==> config.mk <==
export PLATFORM = sky130hd
export DESIGN_NAME = alu_control_unit
export DESIGN_NICKNAME = d
export VERILOG_FILES = /design/src/rtl/alu_cu_pkg.sv /design/src/rtl/alu_cu_regfile.sv /design/src/rtl/alu_control_unit.sv
export SDC_FILE = /design/constraint.sdc
export NUM_CORES = 1
export LEC_CHECK = 0
export CAP_MARGIN = 20
export CELL_PAD_IN_SITES_DETAIL_PLACEMENT = 2
export CELL_PAD_IN_SITES_GLOBAL_PLACEMENT = 2
export CORE_MARGIN = 2
export CORE_UTILIZATION = 40
export DETAILED_ROUTE_END_ITERATION = 12
export PLACE_DENSITY_LB_ADDON = 0.1
export RECOVER_POWER = 50
export SETUP_SLACK_MARGIN = 0.1
export SYNTH_ARGS = -nofsm -noshare
export SYNTH_HDL_FRONTEND = slang
export SYNTH_SLANG_ARGS = --single-unit
==> constraint.sdc <==
create_clock -name clk -period 3.6 [get_ports clk]
set_clock_uncertainty 0.15 [all_clocks]
set_input_delay 0.9 -clock clk [delete_from_list [all_inputs] [get_ports clk]]
set_output_delay 0.9 -clock clk [all_outputs]
set_load 0.005 [all_outputs]
==> src/rtl/alu_cu_pkg.sv <==
// Shared opcode values, FSM state encoding and opcode classification for the ALU control unit.
// Optional illegal-opcode trap is selected in the top by ALU_CU_ILLEGAL_TRAP_EN.
package alu_cu_pkg;

   localparam logic [5:0] OP_ADD = 6'b010000;
   localparam logic [5:0] OP_SUB = 6'b010001;
   localparam logic [5:0] OP_SLL = 6'b110000;
   localparam logic [5:0] OP_SRL = 6'b110001;
   localparam logic [5:0] OP_SRA = 6'b110010;
   localparam logic [5:0] OP_EQ  = 6'b100000;
   localparam logic [5:0] OP_NEQ = 6'b100001;
   localparam logic [5:0] OP_LE  = 6'b100010;
   localparam logic [5:0] OP_GT  = 6'b100011;

   typedef enum logic [1:0] {
      ST_IDLE    = 2'd0,
      ST_ISSUE   = 2'd1,
      ST_CAPTURE = 2'd2,
      ST_TRAP    = 2'd3
   } state_t;

   // Compare opcodes write back the single-bit ALU result instead of the word result.
   function automatic logic is_cmp(input logic [5:0] op);
      case (op)
         OP_EQ, OP_NEQ, OP_LE, OP_GT: is_cmp = 1'b1;
         default:                     is_cmp = 1'b0;
      endcase
   endfunction

   function automatic logic is_legal(input logic [5:0] op);
      case (op)
         OP_ADD, OP_SUB, OP_SLL, OP_SRL, OP_SRA: is_legal = 1'b1;
         default:                                is_legal = is_cmp(op);
      endcase
   endfunction

endpackage

==> src/rtl/alu_cu_regfile.sv <==
// Register file: two operand read ports plus a debug read port, all combinational;
// two write ports where the CAPTURE write-back beats a host write to the same index.
module alu_cu_regfile
   import alu_cu_pkg::*;
#(
   parameter int DATA_W = 32,
   parameter int REG_AW = 3
) (
   input  logic              clk,
   input  logic              rst_n,
   input  logic [REG_AW-1:0] rd1_addr,
   output logic [DATA_W-1:0] rd1_data,
   input  logic [REG_AW-1:0] rd2_addr,
   output logic [DATA_W-1:0] rd2_data,
   input  logic [REG_AW-1:0] dbg_addr,
   output logic [DATA_W-1:0] dbg_data,
   input  logic              cap_wr_en,
   input  logic [REG_AW-1:0] cap_wr_addr,
   input  logic [DATA_W-1:0] cap_wr_data,
   input  logic              host_wr_en,
   input  logic [REG_AW-1:0] host_wr_addr,
   input  logic [DATA_W-1:0] host_wr_data
);

   localparam int DEPTH = 1 << REG_AW;

   logic [DATA_W-1:0] words [DEPTH];

   generate
      for (genvar gi = 0; gi < DEPTH; gi++) begin : g_word
         logic [DATA_W-1:0] word_q;
         logic [DATA_W-1:0] word_d;

         always_comb begin
            word_d = word_q;
            if (cap_wr_en && (cap_wr_addr == REG_AW'(gi))) begin
               word_d = cap_wr_data;
            end else if (host_wr_en && (host_wr_addr == REG_AW'(gi))) begin
               word_d = host_wr_data;
            end
         end

         always_ff @(posedge clk or negedge rst_n) begin
            if (!rst_n) begin
               word_q <= '0;
            end else begin
               word_q <= word_d;
            end
         end

         assign words[gi] = word_q;
      end
   endgenerate

   assign rd1_data = words[rd1_addr];
   assign rd2_data = words[rd2_addr];
   assign dbg_data = words[dbg_addr];

endmodule

==> src/rtl/alu_control_unit.sv <==
// ALU control unit: accepts one instruction, drives the ALU, writes the result back.
// Define ALU_CU_ILLEGAL_TRAP_EN to trap on unlisted opcodes; otherwise they retire as NOPs.
module alu_control_unit
   import alu_cu_pkg::*;
#(
   parameter int DATA_W = 32,
   parameter int REG_AW = 3
) (
   input  logic                  clk,
   input  logic                  rst_n,
   input  logic                  instr_valid,
   output logic                  instr_ready,
   input  logic [6+3*REG_AW-1:0] instr,
   input  logic                  reg_wr_en,
   input  logic [REG_AW-1:0]     reg_wr_addr,
   input  logic [DATA_W-1:0]     reg_wr_data,
   input  logic [REG_AW-1:0]     dbg_rd_addr,
   output logic [DATA_W-1:0]     dbg_rd_data,
   output logic [5:0]            alu_op,
   output logic [DATA_W-1:0]     alu_a,
   output logic [DATA_W-1:0]     alu_b,
   input  logic [DATA_W-1:0]     alu_ans1,
   input  logic                  alu_ans2,
   input  logic                  alu_z,
   input  logic                  alu_n,
   output logic                  done,
   output logic [DATA_W-1:0]     result,
   output logic                  flag_z,
   output logic                  flag_n,
   output logic                  illegal
);

   localparam int INSTR_W = 6 + 3 * REG_AW;

   logic [5:0]        instr_op;
   logic [REG_AW-1:0] instr_rd;
   logic [REG_AW-1:0] instr_rs1;
   logic [REG_AW-1:0] instr_rs2;

   assign instr_op  = instr[INSTR_W-1 -: 6];
   assign instr_rd  = instr[3*REG_AW-1 -: REG_AW];
   assign instr_rs1 = instr[2*REG_AW-1 -: REG_AW];
   assign instr_rs2 = instr[REG_AW-1:0];

   state_t            state_q,   state_d;
   logic [5:0]        alu_op_q,  alu_op_d;
   logic [DATA_W-1:0] alu_a_q,   alu_a_d;
   logic [DATA_W-1:0] alu_b_q,   alu_b_d;
   logic [REG_AW-1:0] rd_q,      rd_d;
   logic              done_q,    done_d;
   logic [DATA_W-1:0] result_q,  result_d;
   logic              flag_z_q,  flag_z_d;
   logic              flag_n_q,  flag_n_d;
   logic              illegal_q, illegal_d;

   logic [DATA_W-1:0] rs1_data;
   logic [DATA_W-1:0] rs2_data;
   logic              wb_en;
   logic [DATA_W-1:0] wb_data;

   alu_cu_regfile #(
      .DATA_W (DATA_W),
      .REG_AW (REG_AW)
   ) u_regfile (
      .clk          (clk),
      .rst_n        (rst_n),
      .rd1_addr     (instr_rs1),
      .rd1_data     (rs1_data),
      .rd2_addr     (instr_rs2),
      .rd2_data     (rs2_data),
      .dbg_addr     (dbg_rd_addr),
      .dbg_data     (dbg_rd_data),
      .cap_wr_en    (wb_en),
      .cap_wr_addr  (rd_q),
      .cap_wr_data  (wb_data),
      .host_wr_en   (reg_wr_en),
      .host_wr_addr (reg_wr_addr),
      .host_wr_data (reg_wr_data)
   );

   assign wb_data = is_cmp(alu_op_q) ? {{(DATA_W-1){1'b0}}, alu_ans2} : alu_ans1;

   always_comb begin
      state_d   = state_q;
      alu_op_d  = alu_op_q;
      alu_a_d   = alu_a_q;
      alu_b_d   = alu_b_q;
      rd_d      = rd_q;
      done_d    = 1'b0;
      result_d  = result_q;
      flag_z_d  = flag_z_q;
      flag_n_d  = flag_n_q;
      illegal_d = illegal_q;
      wb_en     = 1'b0;

      case (state_q)
         ST_IDLE: begin
            // Operands come from the pre-edge register contents, so a coincident host write is not seen.
            if (instr_valid) begin
               state_d  = ST_ISSUE;
               alu_op_d = instr_op;
               rd_d     = instr_rd;
               alu_a_d  = rs1_data;
               alu_b_d  = rs2_data;
            end
         end
         ST_ISSUE: begin
            state_d = ST_CAPTURE;
         end
         ST_CAPTURE: begin
            if (is_legal(alu_op_q)) begin
               wb_en    = 1'b1;
               result_d = wb_data;
               flag_z_d = alu_z;
               flag_n_d = alu_n;
               done_d   = 1'b1;
               state_d  = ST_IDLE;
            end else begin
`ifdef ALU_CU_ILLEGAL_TRAP_EN
               illegal_d = 1'b1;
               state_d   = ST_TRAP;
`else
               done_d  = 1'b1;
               state_d = ST_IDLE;
`endif
            end
         end
         ST_TRAP: begin
            state_d = ST_TRAP;
         end
         default: begin
            state_d = ST_IDLE;
         end
      endcase
   end

   always_ff @(posedge clk or negedge rst_n) begin
      if (!rst_n) begin
         state_q   <= ST_IDLE;
         alu_op_q  <= '0;
         alu_a_q   <= '0;
         alu_b_q   <= '0;
         rd_q      <= '0;
         done_q    <= 1'b0;
         result_q  <= '0;
         flag_z_q  <= 1'b0;
         flag_n_q  <= 1'b0;
         illegal_q <= 1'b0;
      end else begin
         state_q   <= state_d;
         alu_op_q  <= alu_op_d;
         alu_a_q   <= alu_a_d;
         alu_b_q   <= alu_b_d;
         rd_q      <= rd_d;
         done_q    <= done_d;
         result_q  <= result_d;
         flag_z_q  <= flag_z_d;
         flag_n_q  <= flag_n_d;
         illegal_q <= illegal_d;
      end
   end

   assign instr_ready = (state_q == ST_IDLE);
   assign alu_op      = alu_op_q;
   assign alu_a       = alu_a_q;
   assign alu_b       = alu_b_q;
   assign done        = done_q;
   assign result      = result_q;
   assign flag_z      = flag_z_q;
   assign flag_n      = flag_n_q;
   assign illegal     = illegal_q;

endmodule

==> Yosys cells after proc, flatten, opt, wreduce, memory -nomap -nowiden <==
Index checks and enable logic that the tools add are counted.
{ "word_totals": {"out_inout_bits": 139, "wordCells": 115, "reg_bits": 366} }
{ "op_classes": {"reduce_logical": 31, "order_cmp": 3, "n_mux": 34, "n_bitwise": 3, "eq_ne": 27} }
{ "op_table": {"columns": ["cell", "count"], "rows": [
  ["two-way mux 32 bit", 23],
  ["binary-select mux 32 bit (select 3 bit)", 3],
  ["== test 6 bit, second input constant", 7],
  ["== test 3 bit, second input constant", 8],
  ["logical AND 1 bit", 16],
  ["nonzero test 2 bit", 8],
  ["== test 3 x 2 -> 1 bit, second input constant", 4],
  ["== test 6 x 5 -> 1 bit, second input constant", 2],
  [">= comparator 4 bit, second input constant", 3],
  ["inverter 3 -> 4 bit", 3],
  ["case mux 2 bit (4 select lines)", 1],
  ["== test 3 x 1 -> 1 bit, second input constant", 2],
  ["logical NOT 3 bit", 2],
  ["two-way mux 1 bit", 6],
  ["OR reduction 5 bit", 1],
  ["== test 2 bit, second input constant", 2],
  ["AND reduction 2 bit", 2],
  ["OR reduction 4 bit", 1],
  ["== test 2 x 1 -> 1 bit, second input constant", 1],
  ["logical NOT 2 bit", 1],
  ["two-way mux 2 bit", 1],
  ["inequality test 2 bit, second input constant", 1]
]} }

==> Depth between registers and ports, before layout <==
Gate-level depths: netlist (run 1).
{ "logic_depth": {"ltp_word": 9, "mapped_depth": 8} }

==> By module <==
Synthesis (run 1) repeated with hierarchy kept, for this count alone.
{ "unflattened": {"cells_unflattened": 1817, "area_unflattened_um2": 22980.8} }
{ "modules_own_cells": {"columns": ["mod", "cells_per_inst", "n_inst", "area_each_um2", "seq_area_each_um2"], "rows": [
  ["alu_cu_regfile", 1534, 1, 18411.4, 6406.1],
  ["alu_control_unit", 283, 1, 4569.4, 2752.6]
]} }

==> Worst setup path after synthesis (run 1) <==
Ideal clock, no wire load.
{ "synth_timing": {"path_type": "input-to-output", "startpoint": "input port dbg_rd_addr[0]", "endpoint": "output port dbg_rd_data[0]", "arrival_ns": 2.203, "required_time_ns": 2.550, "path_buffers": 2, "path_stages": 4, "slack_ns": 0.347, "path_cell_list": "buf_2 buf_2 mux4_2 mux2_2"} }
{ "synth_via": {"elab_chain_len": 4} }
{ "synth_rtl": {"columns": ["element", "line_no", "text"], "rows": [
  ["start, declared", "alu_control_unit.sv:17", "input logic [REG_AW-1:0] dbg_rd_addr,"],
  ["inverter 3 -> 4 bit (not written as such)", "alu_cu_regfile.sv:57", "assign dbg_data = words[dbg_addr];"],
  ["binary-select mux 32 bit (select 3 bit)", "alu_cu_regfile.sv:57", null],
  ["two-way mux 32 bit (not written as such) (2 in series)", "alu_cu_regfile.sv:57", null],
  ["end, declared", "alu_control_unit.sv:18", "output logic [DATA_W-1:0] dbg_rd_data,"]
]} }
No other way between the ends. The select of a mux whose other input is x is not followed.

==> Worst setup path after layout (run 1) <==
{ "layout_timing": {"startpoint": "input port dbg_rd_addr[0]", "endpoint": "output port dbg_rd_data[31]"} }
The elaborated chain is that of the path after synthesis.

==> flow_summary.ini, run 1 <==
[placement]
gp_congestion = 0.7998
place_inst = 2699
dp_hpwl_mm = 53.66
portBuffers = 229

[worst_setup_path]
critPathArrivalTime_ps = 2460
critPathMaxFanout = 7
worstPathCellList = buf_16 -> buf_16 -> mux4_2 -> mux2_4 -> clkdlybuf4s50_1
end_kind = output port
worst-endpoint-required_ps = 2550
crit_type = in -> out
critPathMaxStageDelay_ps = 500
start_kind = primary input
crit_family = multiplexers
slowest_stage = mux4_2
worst_path_most_repeated_cell = buf_16
path_buf_inv = 3

[flow_run]
max-cap-violations = 2

[floorplan]
dieArea_um2 = 58340
fp.dieW_um = 241.5
ioPinCount = 231
start_util_pct = 40.26
coreArea_um2 = 56060
num_rows = 87
die_h_um = 241.5

[global_route]
antenna_found_initial = 6
grt-ovfl-total = 0
grt_pass1_wl_mm = 133.1
grt_max_degree = 74
grt_usage_pct = 30.47
first_global_vias = 19350

[clock_tree]
clockRootBuffer = clkbuf_16
cts_buffer_depth = 3
ctsHoldBuffers = 0
clkTransAtPathRegs_ps = 50
clk_latency_ps = 600
tritoncts = built
htreeDepth = 2
cts_made_buffers = 46
cts_sinks = 366

[drt]
post_drt_wl_per_cell_um = 31.90
antenna_left = 0
drc = 0
via_per_inst = 6.147
vias = 17310
drt_iter0_drc = 981
dr.pass1.iters = 5
wl_mm = 89.83

[power]
p_leak_nw = 14.13
p_total_mw = 13.23
ir_drop_mv = 0.3269
power_density_nw_per_um2 = 474.2

[timing]
slew_viol_final = 131
setup_viol = 0
fin_crit_sh_pct = 97.42
fin_hold_ws_ps = 323.9
finalHoldViolCount = 0
max_freq_mhz = 285.1
rsz0062_at_grt = yes
fin_crit_ps = 3507
worstMarginPinSlew_ps = 2295
slew_headroom_pct = -53.01

[logic_synthesis]
synth_area_um2 = 22570
yosys_warnings = 0
synth-seq-area-share_pct = 40.58
ys_types = 32
synth_seq_cells = 366
syn-num-nets = 1929
synth.avg_cell_area_um2 = 12.31
syn_inst = 1833

[finish]
multi_input_area_um2 = 12550
fillers = 5374
finalNonFillerCells = 2816
utilization_pct = 49.77
finalNetCount = 2126
area_growth_pct = 23.63
ff_latch_area_um2 = 9159
drive_gt1_share_pct = 21.53

[status]
outcome = complete, but fails checks
violations = capacitance limit, slew limit

[worst_hold_path]
hold_path.class = reg -> reg
[kinds of logic after synthesis]
logic type | Yosys count | synth area share [%]
other | 1 | 0.01662
DFF | 366 | 40.58
adders and majority gates | 4 | 0.2218
and+or+nand+nor | 127 | 2.955
AOI/OAI and AO/OA | 204 | 7.047
muxes | 908 | 44.82
buffers and inverters | 223 | 4.352
[registers in the layout (all words and copies together), names as in the netlist]
signal                   cells
u_regfile.g_word.word_q    256
alu_a                       32
alu_b                       32
result                      32
alu_op                       6
rd_q                         3
state_q                      2
done                         1
flag_n                       1
flag_z                       1
[layout by cell type (no fill, tap or decap), drive strengths merged, types with 6 or more instances in the layout]
master	synthesis	layout
buf	108	99
mux2i	673	673
mux2	171	171
clkdlybuf4s50	0	196
mux4	64	64
nand2	99	99
o2111ai	8	8
dlymetal6s2s	0	22
inv	35	36
clkbuf	80	89
nor2b	6	6
a22o	64	64
o22ai	65	65
dfrtp	366	366
o31ai	64	64
[final timing paths]
check / endpoint / from / slack (ps) / cells past startpoint
worst max-delay path: dbg_rd_data[31] / dbg_rd_addr[0] / 90 / 5
worst min-delay path: alu_a[1] / alu_a[1] / 320 / 2
worst max register to register: alu_b[13] / state_q[1] / 340 / 6
worst min register to register: alu_a[1] / alu_a[1] / 320 / 2
max in group asynchronous: u_regfile.g_word[3].word_q[24] / rst_n / 530 / 2
min in group asynchronous: state_q[1] / rst_n / 770 / 1
[stage by stage]
step	area, um^2	TNS (ps)	setup WS (ps)
after floorplan	22570	0	347.4
after global placement	26050	-978.6	-74.88
after detailed placement	26050	-1386	-98.42
after CTS	27720	0	46.06
after global routing	27900	0	45.26
final	27900	0	92.95
[repair_timing]
| item | 4_1_cts | 5_1_grt |
|---|---|---|
| pin swaps | 0 | 0 |
| gates resized for setup | 22 | 25 |
| gates cloned | 7 | 2 |
| setup buffers | 2 | 28 |
| endpoints found under the setup margin | 32 | 27 |
[per-layer routing]
layer	global-route usage (%)	wire length (um)	vias up	share of wire, %
met4	9.956	2679	4	3.0
met1	39.44	38320	9364	43
met5	0	27	-	0.030
met3	5.782	4739	151	5.3
li1	-	-	7277	-
met2	51.31	44070	513	49
[report_power, final]
group,switching (mW),internal [mW]
logic,1.42,1.75
clock network,1.89,2.62
registers,0.791,4.76
total,4.10,9.13
[worst min-delay path: cells and delay by family (launching register included)]
family	cells	cell delay, ps
compound gates	1	50
flops	1	340
simple gates	1	50
[final cells by class]
cell class | count | share of cell area (%)
flip-flops and latches | 366 | 32.83
well taps | 756 | 3.390
multi-input cells | 1244 | 44.97
diodes | 2 | 0.01794
inverters | 35 | 0.4709
clock inverters | 2 | 0.04933
clock buffers | 74 | 5.009
repair buffers | 337 | 13.27
[synthesized netlist by cell type]
library cell	number	area [um^2]
a21boi_0	1	7.510
a21oi_1	1	5.000
a22o_1	64	560.5
and2_1	1	6.260
and4bb_2	3	37.54
buf_1	6	22.52
buf_2	95	475.5
buf_4	7	52.55
clkbuf_1	80	300.3
conb_1	1	3.750
dfrtp_1	366	9159
ha_1	4	50.05
inv_1	35	131.4
mux2_2	171	1926
mux2i_1	672	6726
mux2i_4	1	22.52
mux4_2	64	1441
nand2_1	69	259.0
nand2_2	30	187.7
nand2b_1	5	31.28
nand4_1	1	6.260
nand4b_1	3	26.28
nor2_1	5	18.77
nor2b_1	6	37.54
nor3_2	1	10.01
nor3b_2	1	12.51
nor4b_4	1	23.77
o2111ai_2	8	120.1
o211a_1	1	10.01
o22ai_1	65	406.6
o31ai_1	64	480.5
or4b_1	1	10.01
Power figures use the tool's default switching activity.
==> inputs of run 2 (changes only) <==
CTS_CLUSTER_SIZE = 16   (was not set)
PLACE_DENSITY = 0.88   (was not set)
PLACE_DENSITY_LB_ADDON = not set   (was 0.1)
==> run 2 against run 1 <==
Net effect:
- the flow still finishes with violations (capacitance limit, slew limit)
- sequential cell count unchanged
- largest cell class unchanged
- clock-buffer cell count is 14 lower
- non-clock buffer count fell by 16
- worst hold slack improved by 14 ps
==> flow_summary.ini, run 2 (same netlist as run 1, synthesis figures left out) <==
[power]
p_leak_nw = 13.88
ir_drop_mv = 0.3145
power_density_nw_per_um2 = 496.2

[finish]
layout_common_cells = 672 x mux2i_1, 366 x dfrtp_1, 187 x clkdlybuf4s50_1
largest_reg_flops = 256
fin_area_um2 = 27690
multi_input_area_um2 = 12610
finalNetCount = 2107
final_common_cell = mux2i_1
area_growth_pct = 22.71
drive_gt1_share_pct = 22.45
ff_latch_area_um2 = 9159
top_register = u_regfile.g_word.word_q
fillers = 5260
finalNonFillerCells = 2801

[worst_setup_path]
rrSetupSlack_ps = 250
critPathMaxFanout = 10
end_kind = flop
worst-endpoint-required_ps = 3910
critPathArrivalTime_ps = 3890
start_kind = primary input
crit_type = in -> reg

[floorplan]
start_util_pct = 40.26
ioPinCount = 231
num_rows = 87
coreArea_um2 = 56060
fp.dieW_um = 241.5
die_h_um = 241.5
dieArea_um2 = 58340

[timing]
max_freq_mhz = 279.4
fin_crit_sh_pct = 99.43
worstMarginPinSlew_ps = 2128
setup_viol = 0
fin_hold_ws_ps = 338.3
finalHoldViolCount = 0
totalNegativeSetupSlack_ps = 0
slew_viol_final = 200
slew_headroom_pct = -41.85
rsz0062_at_grt = yes
fin_crit_ps = 3579

[flow_run]
max-cap-violations = 5

[drt]
drt_iter0_drc = 1772
antenna_left = 0
drc = 0
dr.pass1.iters = 5
vias = 18460
wl_mm = 102.3
post_drt_wl_per_cell_um = 36.51
via_per_inst = 6.592

[worst_hold_path]
hold_path.class = reg -> reg

[global_route]
grt-ovfl-total = 0
grt_usage_pct = 34.54
first_global_vias = 20950
antenna_found_initial = 4
grt_pass1_wl_mm = 150.5
grt_max_degree = 78

[clock_tree]
clkTransAtPathRegs_ps = 60
tritoncts = built
cts_made_buffers = 43
clockRootBuffer = clkbuf_16
ctsHoldBuffers = 0
htreeDepth = 2
clk_latency_ps = 610
cts_sinks = 366
cts_buffer_depth = 3

[placement]
dp_hpwl_mm = 58.35
portBuffers = 229
gp_congestion = 0.8480
place_inst = 2699
placedInstanceArea_um2 = 26050

[status]
outcome = complete, but fails checks
violations = capacitance limit, slew limit
-- run 2: layer usage --
metal | share of wire, % | global-route usage (%)
met1 | 39 | 42.15
met4 | 5.5 | 21.39
met3 | 7.2 | 7.037
met5 | 0.011 | 0
met2 | 48 | 56.15
-- run 2: path summary, 6_finish.rpt --
path	startpoint	cells after the start	to
max	instr[5]	5	alu_a[8]
min	alu_a[1]	2	alu_a[1]
max reg2reg	state_q[0]	6	alu_a[23]
min reg2reg	alu_a[1]	2	alu_a[1]
max in group asynchronous	rst_n	3	alu_a[19]
min in group asynchronous	rst_n	1	flag_n
-- run 2: worst max-delay path, cell delays in order --
cell and delay [ps]:
dlygate4sd3_1 780, nor2b_1 1460, buf_4 410, a22o_1 230, o31ai_1 80
-- run 2: through the flow --
stage | power, mW | util (%) | setup WS, ps
final | 13.74 | 49.40 | 20.65
after global routing | 14.13 | 49.39 | 25.75
after CTS | 13.60 | 49.48 | -2.992
after detailed placement | 8.828 | 46.47 | -140.2
after global placement | 8.414 | 46.44 | -111.4
after floorplan | 7.360 | - | 347.4
-- run 2: final cells by class --
class                           count  share of cell area, %
Sequential cell                   366                  33.07
Clock inverter                     14                 0.6551
Multi-Input combinational cell   1244                  45.54
Tap cell                          756                  3.416
Inverter                           35                 0.4744
Timing Repair Buffer              321                  12.47
Antenna cell                        5                0.04518
Clock buffer                       60                  4.333
-- run 2: repair_timing --
action / 4_1_cts / 5_1_grt
setup endpoints to repair: 32 / 12
gates cloned: 4 / 1
gates resized for setup: 58 / 26
buffers inserted: 15 / 3
-- run 2: power by group --
part           internal (mW)  leakage, nW  switching (mW)
clock                   2.61        0.671            1.98
sequential              4.75         4.43           0.968
combinational           1.72         8.78            1.72
